## config.mk

```make
export PLATFORM = sky130hd
export DESIGN_NAME = status_write_sequencer
export DESIGN_NICKNAME = d
export VERILOG_FILES = /design/src/rtl/status_write_sequencer.sv
export SDC_FILE = /design/constraint.sdc
export NUM_CORES = 1
export LEC_CHECK = 0
export BUFFER_PORTS_ARGS = -buffer_cell sky130_fd_sc_hd__buf_2
export CAP_MARGIN = 0
export CORE_ASPECT_RATIO = 1.5
export CORE_MARGIN = 5
export CORE_UTILIZATION = 44
export CTS_CLUSTER_SIZE = 40
export DETAILED_ROUTE_END_ITERATION = 8
export PLACE_DENSITY = 0.85
export SYNTH_ARGS = -nofsm -noshare
export SYNTH_HDL_FRONTEND = slang
export SYNTH_SLANG_ARGS = --single-unit
```

## constraint.sdc

```tcl
create_clock -name clk -period 1.9 [get_ports clk]
set_input_delay 0.095 -clock clk [delete_from_list [all_inputs] [get_ports clk]]
set_output_delay 0.095 -clock clk [all_outputs]
set_load 0.05 [all_outputs]
```

## src/rtl/status_write_sequencer.sv

```systemverilog
// Byte-serial command front end for the packed status register: collects a
// header plus a 24-bit little-endian payload and emits one write/set/clear strobe.
module status_write_sequencer (
  input  logic        clk,
  input  logic        reset,
  input  logic        io_in_valid,
  output logic        io_in_ready,
  input  logic [7:0]  io_in_bits,
  input  logic [23:0] io_status_rdata,
  output logic        io_wen,
  output logic [31:0] io_wdata,
  output logic        io_done,
  output logic        io_err
);

  typedef enum logic [2:0] {
    S_HDR    = 3'd0,
    S_B0     = 3'd1,
    S_B1     = 3'd2,
    S_B2     = 3'd3,
    S_COMMIT = 3'd4
  } state_e;

  typedef enum logic [1:0] {
    OP_WRITE   = 2'd0,
    OP_SET     = 2'd1,
    OP_CLEAR   = 2'd2,
    OP_ILLEGAL = 2'd3
  } op_e;

  typedef struct packed {
    op_e         op;
    logic [23:0] data;
  } cmd_t;

  // Reserved zero field of the packed status, bits [15:9].
  localparam logic [23:0] ZERO_FIELD = 24'h00FE00;

  state_e      state, state_nxt;
  cmd_t        cmd;
  logic        accept;
  logic [23:0] result;
  logic        legal;

  // ---------------------------------------------------------------------------
  // State and command registers
  // ---------------------------------------------------------------------------
  always_ff @(posedge clk) begin
    if (reset) state <= S_HDR;
    else       state <= state_nxt;
  end

  always_ff @(posedge clk) begin
    if (reset) begin
      cmd <= '0;
    end else if (accept) begin
      unique case (state)
        S_HDR:   cmd.op         <= op_e'(io_in_bits[1:0]);
        S_B0:    cmd.data[7:0]  <= io_in_bits;
        S_B1:    cmd.data[15:8] <= io_in_bits;
        S_B2:    cmd.data[23:16] <= io_in_bits;
        default: ;
      endcase
    end
  end

  // ---------------------------------------------------------------------------
  // Stream handshake and next state
  // ---------------------------------------------------------------------------
  always_comb begin
    io_in_ready = (state != S_COMMIT);
    accept      = io_in_valid && io_in_ready;
    state_nxt   = state;
    unique case (state)
      S_HDR:    if (accept) state_nxt = S_B0;
      S_B0:     if (accept) state_nxt = S_B1;
      S_B1:     if (accept) state_nxt = S_B2;
      S_B2:     if (accept) state_nxt = S_COMMIT;
      S_COMMIT: state_nxt = S_HDR;
      default:  state_nxt = S_HDR;
    endcase
  end

  // ---------------------------------------------------------------------------
  // Read-modify-write datapath; rdata only matters in COMMIT
  // ---------------------------------------------------------------------------
  always_comb begin
    result = cmd.data;
    legal  = 1'b1;
    unique case (cmd.op)
      OP_WRITE:   result = cmd.data;
      OP_SET:     result = io_status_rdata | cmd.data;
      OP_CLEAR:   result = io_status_rdata & ~cmd.data;
      OP_ILLEGAL: begin
        result = '0;
        legal  = 1'b0;
      end
      default: begin
        result = '0;
        legal  = 1'b0;
      end
    endcase
    result = result & ~ZERO_FIELD;
  end

  // Reset held during COMMIT suppresses the strobe so an aborted command never lands.
  always_comb begin
    io_wen   = 1'b0;
    io_wdata = 32'h0;
    io_done  = 1'b0;
    io_err   = 1'b0;
    if (state == S_COMMIT && !reset) begin
      io_done = 1'b1;
      if (legal) begin
        io_wen   = 1'b1;
        io_wdata = {8'h00, result};
      end else begin
        io_err   = 1'b1;
      end
    end
  end

endmodule
```

==> results.json <==
{
  "die-area_um2": 4500,
  "grt_util_all_layers_pct": 16.76,
  "syn_to_final_growth_pct": 43.46,
  "route.final.wire_length_mm": 3.802,
  "maxCapViolCount": 0,
  "gp_congestion": 0.7442,
  "portBuffers": 48,
  "grt_pass1_vias": 1329,
  "final_cell_mix": "buf_2, a21oi_1, dfxtp_1, nand2_1",
  "final_cells": 261,
  "ctsHoldBuffers": 0,
  "fp-row-count": 25,
  "initial_core_util_pct": 45.56,
  "vias": 1321,
  "dpl.hpwl_mm": 2.672,
  "async_reset_ff_share_pct": 0,
  "synth.yosys.seq_area_share_pct": 30.90,
  "cp.required_ns": 1.80,
  "cts_tree": "done",
  "viasPerCell": 5.061,
  "synth_cells": 170,
  "synth-seq-cells": 22,
  "root_buffer": "clkbuf_8",
  "status": "complete, no violations",
  "min_period_ns": 1.830,
  "slew_violations": 0,
  "startpoint": "cmd[25]$_SDFFE_PP0P_",
  "holdPathEnd": "cmd[18]$_SDFFE_PP0P_",
  "fin_skew_ns": 0.001484,
  "grt_max_degree": 23,
  "start_kind": "register",
  "grt-ovfl-total": 0,
  "wl_per_cell_um": 14.57,
  "dp_cells": 255,
  "io_pins": 71,
  "whs_path_depth": 3,
  "final_core_util_pct": 65.36,
  "antenna_found_initial": 0,
  "reg2reg_setup_slack_ns": 0.41,
  "fillers": 244,
  "reg2reg_depth": 4,
  "hold_viol": 0,
  "diodes": 0,
  "synth_area_um2": 1425,
  "slew_headroom_pct": 61.33,
  "h-tree-depth": 1,
  "rr_endpoint": "cmd[25]$_SDFFE_PP0P_",
  "fp.dieH_um": 79.70,
  "crit_fanout": 17,
  "p_leak_nw": 0.7571,
  "synth_edf_count": 0,
  "grt_pass1_wl_mm": 6.016,
  "critPathKind": "register to output port",
  "clkTransAtPathRegs_ns": 0.07,
  "ys_warn_count": 0,
  "cts.path.max_buffers": 2,
  "hold_class": "primary input to register",
  "fmax_mhz": 546.4,
  "yosys.cell_types.count": 25,
  "drive_gt1_share_pct": 39.82,
  "worst_slew_pin_slew_ns": 0.5719,
  "ys.flop_type": "dfxtp_1",
  "setup_viol": 0,
  "worstPathArrival_ns": 1.74,
  "final_common_cell": "buf_2",
  "numCtsBuffers": 3,
  "r2r-start": "state[0]$_SDFFE_PP0P_",
  "endpoint_kind": "output port",
  "worstSkewPairLatency_ns": 0.26,
  "die_w_um": 56.47,
  "dr.first_iter.drc_count": 31,
  "drc": 0,
  "vdd_drop_max_uv": 388.6,
  "fin_crit_sh_pct": 96.33,
  "postSynthAreaPerCell_um2": 8.383,
  "drtPass1Iterations": 6,
  "ant_nets": 0,
  "nets": 261,
  "holdCritStartpoint": "io_in_bits[2]",
  "coreArea_um2": 3128,
  "power_density_nw_per_um2": 573.2,
  "clock_sinks": 22
}
how the worst max path moves through the flow:
stage,endpoint,depth (start not counted)
2_1_floorplan,io_wdata[16],6
3_3_place_gp,io_wdata[3],7
3_5_place_dp,io_wdata[4],7
4_1_cts,io_wdata[22],7
5_1_grt,io_wdata[3],6
6_report,io_wdata[3],6
where the power goes:
group	total (mW)	internal, mW	switching (mW)
Sequential	0.495	0.479	0.0163
Combinational	0.397	0.127	0.270
Clock	0.280	0.141	0.139
synth_stat cells, types with 2 or more instances:
| master | number | share of area, % |
|---|---|---|
| buf_6 | 3 | 2.4 |
| nand2_1 | 18 | 4.7 |
| a211oi_1 | 8 | 4.2 |
| a21oi_1 | 25 | 8.8 |
| a211oi_2 | 9 | 7.9 |
| buf_4 | 16 | 8.4 |
| mux2i_1 | 11 | 7.7 |
| dfxtp_1 | 22 | 31 |
| nor3_1 | 2 | 0.70 |
| inv_1 | 3 | 0.79 |
| buf_2 | 2 | 0.70 |
| ha_1 | 3 | 2.6 |
| clkbuf_1 | 5 | 1.3 |
| nand2b_1 | 18 | 7.9 |
| nor2_1 | 14 | 3.7 |
| nor4bb_1 | 2 | 1.4 |
critical path: stages, from the launching register on:
cell	delay [ns]
dfxtp_1	0.43
ha_4	0.24
buf_4	0.15
inv_8	0.10
a21oi_1	0.12
a211oi_4	0.23
buf_6	0.19
layout make-up:
class                   count  area [µm²]  area share, %
flip-flops and latches     22       440.4          21.54
clock buffers               3       41.29          2.020
repair buffers             60       446.7          21.85
multi-input cells         132        1044          51.04
inverters                   4       22.52          1.102
well taps                  40       50.05          2.448
flip-flops by register name, summed over array words and instances (netlist names):
register,count
cmd,19
state,3
logic make-up after synthesis:
| family | after synthesis | share of synthesized area [%] |
|---|---|---|
| AND/OR/NAND/NOR | 59 | 22.48 |
| AO/OA/AOI/OAI | 42 | 20.90 |
| buffers and inverters | 30 | 13.87 |
| flip-flops | 22 | 30.90 |
| multiplexers | 11 | 7.726 |
| adder cells (fa/ha/maj) | 3 | 2.634 |
| XOR/XNOR | 2 | 1.229 |
| other | 1 | 0.2631 |
stage by stage:
stage	power (mW)	worst slack, ns	setup TNS [ns]	cell area [µm²]	hold WS (ns)
after detailed placement	0.8564	-0.1126	-1.477	1849	0.3504
final	1.172	0.06979	0	2044	0.08514
after CTS	1.160	0.0007931	0	1971	0.08140
after global routing	1.226	-0.001882	-0.001882	2044	0.1160
after global placement	0.8462	-0.07762	-1.158	1849	0.3477
after floorplan	0.8045	-0.2870	-3.797	1662	0.1716
repair_timing:
| item | in CTS | in global routing |
|---|---|---|
| buffers inserted | 3 | 0 |
| endpoints found under the setup margin | 17 | 17 |
| resized for setup | 18 | 19 |
| hold endpoints to repair | 0 | 0 |
| pin swaps | 1 | 0 |
layer usage:
metal	global-route usage [%]	wire [µm]	vias up
met3	2.265	234	15
met4	8.551	155	0
met1	18.02	1393	616
met2	31.13	2018	51
met5	0	0	-
li1	-	-	639
No activity file was read; power rests on OpenSTA's default activity.
